File: config.mk
export PLATFORM = sky130hd
export DESIGN_NAME = mc_control_unit
export DESIGN_NICKNAME = d
export VERILOG_FILES = /design/src/rtl/mc_control_unit.sv
export SDC_FILE = /design/constraint.sdc
export NUM_CORES = 1
export LEC_CHECK = 0
export ABC_AREA = 1
export BUFFER_PORTS_ARGS = -buffer_cell sky130_fd_sc_hd__buf_2
export CORE_MARGIN = 2
export CORE_UTILIZATION = 45
export DETAILED_ROUTE_END_ITERATION = 12
export PLACE_DENSITY = 0.83
export SYNTH_ARGS = -nofsm -noshare
export SYNTH_HDL_FRONTEND = slang
export SYNTH_SLANG_ARGS = --single-unit
File: constraint.sdc
create_clock -name CLK -period 3.4 [get_ports CLK]
set_input_delay 0.34 -clock CLK [delete_from_list [all_inputs] [get_ports CLK]]
set_output_delay 0.34 -clock CLK [all_outputs]
set_load 0.1 [all_outputs]
File: src/rtl/mc_control_unit.sv
// mc_control_unit: multicycle ARM-subset control FSM with ALU decode, flag register and condition check
module mc_control_unit #(
  parameter int ALUC_W  = 2,
  parameter bit WAIT_EN = 1'b1
) (
  input  logic              CLK,
  input  logic              RST,
  input  logic [3:0]        Cond,
  input  logic [1:0]        Op,
  input  logic [5:0]        Funct,
  input  logic [3:0]        Rd,
  input  logic [3:0]        ALUFlags,
  input  logic              MemRdy,
  output logic              PCWrite,
  output logic              RegWrite,
  output logic              MemWrite,
  output logic              IRWrite,
  output logic              AdrSrc,
  output logic              ALUSrcA,
  output logic [1:0]        ResultSrc,
  output logic [1:0]        ALUSrcB,
  output logic [1:0]        ImmSrc,
  output logic [1:0]        RegSrc,
  output logic [ALUC_W-1:0] ALUControl,
  output logic [3:0]        State
);
  typedef enum logic [3:0] {
    FETCH, DECODE, MEMADR, MEMREAD, MEMWB, MEMWRITE, EXECR, EXECI, ALUWB, BRANCH
  } state_t;
  state_t state, next;
  logic [3:0] flags;
  logic [3:0] cmd;
  logic [1:0] flagw;
  logic [ALUC_W-1:0] aluc_dec;
  logic condexr, condex, nowrite, stall, n, z, c, v;
  assign {n, z, c, v} = flags;
  assign cmd = Funct[4:1];
  assign stall = WAIT_EN && !MemRdy;
  always_comb begin
    case (Cond)
      4'b0000: condex = z;
      4'b0001: condex = !z;
      4'b0010: condex = c;
      4'b0011: condex = !c;
      4'b0100: condex = n;
      4'b0101: condex = !n;
      4'b0110: condex = v;
      4'b0111: condex = !v;
      4'b1000: condex = c && !z;
      4'b1001: condex = !c || z;
      4'b1010: condex = n == v;
      4'b1011: condex = n != v;
      4'b1100: condex = !z && (n == v);
      4'b1101: condex = z || (n != v);
      4'b1110: condex = 1'b1;
      default: condex = 1'b0;
    endcase
  end
  always_comb begin
    nowrite = 1'b0;
    aluc_dec = '0;
    case (cmd)
      4'b0100: aluc_dec = ALUC_W'(0);
      4'b0010: aluc_dec = ALUC_W'(1);
      4'b0000: aluc_dec = ALUC_W'(2);
      4'b1100: aluc_dec = ALUC_W'(3);
      4'b1010: begin
        aluc_dec = ALUC_W'(1);
        nowrite = 1'b1;
      end
      4'b0001: aluc_dec = ALUC_W >= 3 ? ALUC_W'(4) : ALUC_W'(2);
      default: nowrite = 1'b1;
    endcase
  end
  // CMP always updates all four flags, even with S clear
  assign flagw = cmd == 4'b1010 ? 2'b11 :
                 {Funct[0], Funct[0] && (cmd == 4'b0100 || cmd == 4'b0010)};
  always_comb begin
    case (state)
      FETCH:   next = stall ? FETCH : DECODE;
      DECODE:  next = Op == 2'b01 ? MEMADR :
                      Op == 2'b00 ? (Funct[5] ? EXECI : EXECR) :
                      Op == 2'b10 ? BRANCH : FETCH;
      MEMADR:  next = Funct[0] ? MEMREAD : MEMWRITE;
      MEMREAD: next = stall ? MEMREAD : MEMWB;
      EXECR:   next = ALUWB;
      EXECI:   next = ALUWB;
      default: next = FETCH;
    endcase
  end
  always_ff @(posedge CLK or posedge RST) begin
    if (RST) begin
      state <= FETCH;
      flags <= '0;
      condexr <= 1'b0;
    end else begin
      state <= next;
      if (state == DECODE) condexr <= condex;
      if (state == ALUWB && condexr && flagw[1]) flags[3:2] <= ALUFlags[3:2];
      if (state == ALUWB && condexr && flagw[0]) flags[1:0] <= ALUFlags[1:0];
    end
  end
  always_comb begin
    PCWrite = 1'b0;
    RegWrite = 1'b0;
    MemWrite = 1'b0;
    IRWrite = 1'b0;
    AdrSrc = 1'b0;
    ALUSrcA = 1'b0;
    ResultSrc = 2'b00;
    ALUSrcB = 2'b00;
    ALUControl = '0;
    ImmSrc = Op;
    RegSrc = {Op == 2'b01, Op == 2'b10};
    State = state;
    case (state)
      FETCH: begin
        // reset holds the FSM here, so gating these strobes keeps all writes quiet during RST
        IRWrite = !stall && !RST;
        PCWrite = !stall && !RST;
        ALUSrcA = 1'b1;
        ALUSrcB = 2'b10;
        ResultSrc = 2'b10;
      end
      DECODE: begin
        ALUSrcA = 1'b1;
        ALUSrcB = 2'b10;
        ResultSrc = 2'b10;
      end
      MEMADR: ALUSrcB = 2'b01;
      MEMREAD: AdrSrc = 1'b1;
      MEMWB: begin
        ResultSrc = 2'b01;
        RegWrite = condexr;
      end
      MEMWRITE: begin
        AdrSrc = 1'b1;
        MemWrite = condexr;
      end
      EXECR: ALUControl = aluc_dec;
      EXECI: begin
        ALUSrcB = 2'b01;
        ALUControl = aluc_dec;
      end
      ALUWB: begin
        RegWrite = condexr && !nowrite;
        PCWrite = condexr && !nowrite && Rd == 4'd15;
      end
      BRANCH: begin
        ALUSrcB = 2'b01;
        ResultSrc = 2'b10;
        PCWrite = condexr;
      end
      default: ;
    endcase
  end
endmodule

=== Yosys cells after proc, flatten, opt, wreduce, memory -nomap -nowiden ===
Cells that the tools add are included.

* Register bits after elaboration: 9
* Input port bits: 23
* Output and inout port bits: 20
* Word-level logic and storage cells: 86

* Equality and inequality tests: 33
* Multiplexer cells: 20
* Reduce and logical (&&, ||, !) cells: 29

{| class="wikitable"
|+ Operators by type and width
! operator !! count
|-
| 4-bit equality test (second input constant) || 12
|-
| 4-bit by 3-bit equality test with 1-bit output (second input constant) || 9
|-
| 4-bit by 2-bit equality test with 1-bit output (second input constant) || 5
|-
| 4-bit case mux with 5 select lines || 1
|-
| 1-bit case mux with 15 select lines || 1
|-
| 4-bit by 1-bit equality test with 1-bit output (second input constant) || 3
|-
| 4-bit logical NOT || 3
|-
| 4-bit 2-to-1 mux || 3
|-
| 2-bit OR reduction || 5
|-
| 1-bit logical AND || 9
|-
| 2-bit case mux with 2 select lines || 2
|-
| 1-bit 2-to-1 mux || 6
|-
| 3-bit 2-to-1 mux || 2
|-
| 2-bit case mux with 3 select lines || 1
|-
| 3-bit OR reduction || 2
|-
| 1-bit logical NOT || 5
|-
| 5-bit OR reduction || 1
|-
| 2-bit 2-to-1 mux || 2
|-
| 1-bit logical OR || 3
|-
| 1-bit case mux with 3 select lines || 1
|-
| 2-bit by 1-bit equality test with 1-bit output (second input constant) || 1
|-
| 2-bit equality test (second input constant) || 1
|-
| 2-bit logical NOT || 1
|-
| 1-bit case mux with 2 select lines || 1
|-
| 2 further kinds || 2
|}

=== Longest topological paths before layout ===
* Word-level depth: 5
* Gate-level depth with buffers: 11
* Mapped depth without buffers: 11

=== Least setup slack after synthesis ===
OpenSTA, ideal clock, no wires.

* Path kind: flip-flop to output port
* Start point: register state[3], in the netlist State[3]
* End point: output port PCWrite
* Data arrival time: 3.643 ns
* Required time: 3.060 ns
* Path slack: -0.583 ns
* Stages on the path, launching flop included: 7
* Path buffers: 0
* Path through: dfrtp_1 -> inv_1 -> nor2_1 -> inv_1 -> nor3_4 -> nand2_1 -> o21ai_0

* Longest elaborated chain between the ends: 2
* Elaborated cells between the ends (all ways): 4
* Classes of those cells: eq/ne: 2; mux: 1; reduce/logical: 1

{| class="wikitable"
|+ Ends and longest elaborated chain
! item !! RTL line !! source
|-
| from (decl) || 30 || <nowiki>state_t state, next;</nowiki>
|-
| from (signal assigned) || 97 || <nowiki>state <= next;</nowiki>
|-
| 4-bit equality test or 4-bit logical NOT (tied branches) || 116 || <nowiki>case (state)</nowiki>
|-
| 1-bit case mux with 3 select lines (*) || 116 ||
|-
| to (decl) || 14 || <nowiki>output logic PCWrite,</nowiki>
|}

Every way passes the cells marked *; elsewhere a longest branch is shown, timed or not.

=== Worst setup path in the final report ===
* Start point: register state[1], in the netlist State[1]
* End point: output port PCWrite

The elaborated chain is that of the path after synthesis.

==> results.sh <==
export IMPL_routed_top_layer="met4"
export IMPL_initial_utilization=0.482
export IMPL_post_dp_cell_area_um2=1070
export IMPL_clkSlewWorstSetupHoldPaths_ps=70
export IMPL_first_global_vias=827
export IMPL_crit_chain="nor2_2 > inv_2 > nor3_4 > nand2_1 > o21ai_1 > buf_2"
export IMPL_antenna_found_initial=0
export IMPL_slew_viol_final=0
export IMPL_dp_hpwl_um=1910
export IMPL_gp_congestion=0.958
export IMPL_finalSetupViolCount=0
export IMPL_synthCells=145
export IMPL_dr_wl_met3_um=156
export IMPL_synth_compound_area_frac=0.125
export IMPL_grt_max_degree=10
export IMPL_netlist_area_um2=841
export IMPL_cts_buffers=3
export IMPL_hold_buffers=0
export IMPL_synth_xor_area_frac=0
export IMPL_hold_path_class="in2async"
export IMPL_crit_type="reg2out"
export IMPL_ys_warn_count=0
export IMPL_die_y_um=47.2
export IMPL_final_common_cell="buf_2"
export IMPL_synth_area_leaders="dfrtp_1, nand2_1, inv_1"
export IMPL_root_buffer="clkbuf_4"
export IMPL_clk_path_buf_depth=2
export IMPL_fp_coreArea_um2=1750
export IMPL_wl_met1_um=968
export IMPL_wl_met2_um=1040
export IMPL_multi_input_area_um2=497
export IMPL_seqCellArea_um2=225
export IMPL_die_w_um=47.2
export IMPL_htreeDepth=1
export IMPL_vias_per_cell=5.01
export IMPL_synth_top_family_by_area="simple AND/OR/NAND/NOR gates"
export IMPL_instances_no_fill=214
export IMPL_slew_limit_headroom=0.673
export IMPL_worstMarginPinSlew_ps=494
export IMPL_synthMuxAreaShare=0
export IMPL_setup_tns_ps=0
export IMPL_cp_end_kind="output pin"
export IMPL_cap_violations=0
export IMPL_routedWlPerCell_um=10.2
export IMPL_yosys_area_share_adder=0
export IMPL_synth_seq_cells=9
export IMPL_num_rows=15
export IMPL_crit_path_max_fanout=7
export IMPL_synth_top_area_share=0.268
export IMPL_cp_start_kind="flop"
export IMPL_hold_violations=0
export IMPL_fin_crit_sh=0.636
export IMPL_fmax_mhz=462
export IMPL_synth_largest_area_cell="dfrtp_1"
export IMPL_status="completed"
export IMPL_utilization=0.629
export IMPL_slowest_stage="dfrtp_1"
export IMPL_min_period_ps=2160
export IMPL_cp_arrival_ps=1820
export IMPL_fin_area_um2=1100
export IMPL_cts_sinks=9
export IMPL_power_leakage_nw=0.648
export IMPL_crit_path_max_incr_delay_ps=450
export IMPL_yosysSeqAreaShare=0.268
export IMPL_drive_gt1_frac=0.296
export IMPL_drt_iter0_drc=27
export IMPL_fillers=178
export IMPL_synthSimpleGateAreaFrac=0.460
export IMPL_cts_tree="built"
export IMPL_mostFrequentLayoutCells="buf_2, nand2_1, inv_1"
export IMPL_peakVddDrop_uv=1290
export IMPL_pwr_density_cell_nw_per_um2=1010
export IMPL_clk_latency_ps=260
export IMPL_dieArea_um2=2230
export IMPL_io_pins=43
export IMPL_grt_setup_unrepaired="false"
export IMPL_synthDistinctLibCells=21
export IMPL_dp_cells=210
export IMPL_syn_to_final_growth_pct=30.7
export IMPL_drt_total_wl_um=2180
export IMPL_ant_nets=0
export IMPL_grtUsageTotal=0.213
export IMPL_drc=0
export IMPL_drt_pre_antenna_iters=5
export IMPL_grt_pass1_wl_um=3310
export IMPL_skew_ps=12.9
export IMPL_route_vias_total=1072
export IMPL_nets=213
export IMPL_avgSynthCellArea_um2=5.80
export IMPL_ctsResizeCount=0
export IMPL_synth_nets=168
export IMPL_cp_required_ps=3060
export IMPL_numPortBuffers=42
export IMPL_overflow=0
export IMPL_antenna_cells=0
export IMPL_post_cts_buffers=0
## metrics by stage
stage	worst slack [ps]	power [mW]	hold slack, ps
3_3_place_gp	1550	1.02	343
4_1_cts	1230	1.11	53.6
5_1_grt	1080	1.17	66.6
6_report	1240	1.11	49.1
2_1_floorplan	18.1	0.896	168
3_5_place_dp	1530	1.03	339
## power breakdown
| group | internal, mW | total (mW) | switching, mW |
|---|---|---|---|
| combinational | 0.132 | 0.840 | 0.708 |
| clock | 0.0452 | 0.0837 | 0.0385 |
| sequential | 0.146 | 0.187 | 0.0412 |
| total | 0.324 | 1.11 | 0.787 |
## per-layer routing
| metal | track usage | vias to the layer above |
|---|---|---|
| met3 | 0.0423 | 2 |
| li1 | - | 550 |
| met1 | 0.286 | 468 |
| met2 | 0.330 | 52 |
| met4 | 0.0944 | 0 |
| met5 | 0 | - |
## final cells by class
type,instances,area share
multi-input combinational,105,0.452
sequential,9,0.205
timing repair buffer,42,0.191
inverter,29,0.0991
tap,25,0.0285
clock buffer,4,0.0239
## registers in the layout, summed over array words and instances (netlist names)
signal and count:
condexr 1, flags 4, State 4
## final timing paths
path | start | end | slack [ps] | cells after the start
min reg2reg | condexr$_DFFE_PP0P_ | condexr$_DFFE_PP0P_ | 560 | 2
max reg2reg | State[3]$_DFF_PP0_ | State[1]$_DFF_PP0_ | 2060 | 6
min | RST | State[1]$_DFF_PP0_ | 50 | 2
min in group CLK | Funct[0] | State[2]$_DFF_PP0_ | 310 | 2
max in group asynchronous | RST | flags[3]$_DFFE_PP0P_ | 3070 | 2
max | State[1]$_DFF_PP0_ | PCWrite | 1240 | 6
## cells in the mapped netlist
cell,count
nand2_1,37
inv_1,26
nor2_1,26
nand3_1,13
a21oi_1,9
dfrtp_1,9
o21ai_0,4
inv_2,3
o211ai_1,3
buf_4,2
nor2_2,2
nor3_1,2
nand2_2,1
nand3_2,1
nand3b_1,1
nand4_1,1
nor3_2,1
nor3_4,1
o2111ai_1,1
o221ai_1,1
or2_1,1
## worst max-delay path: cells and delay by family, from the launching register on
kind / cells / cell delay, ps
compound gates: 1 / 120
flops: 1 / 450
buf+inv: 2 / 510
simple gates: 3 / 470
## kinds of logic after synthesis
logic type	Yosys count
AOI/OAI and AO/OA	18
buffers and inverters	31
DFF	9
and+or+nand+nor	87
No activity file was read; power rests on OpenSTA's default activity.
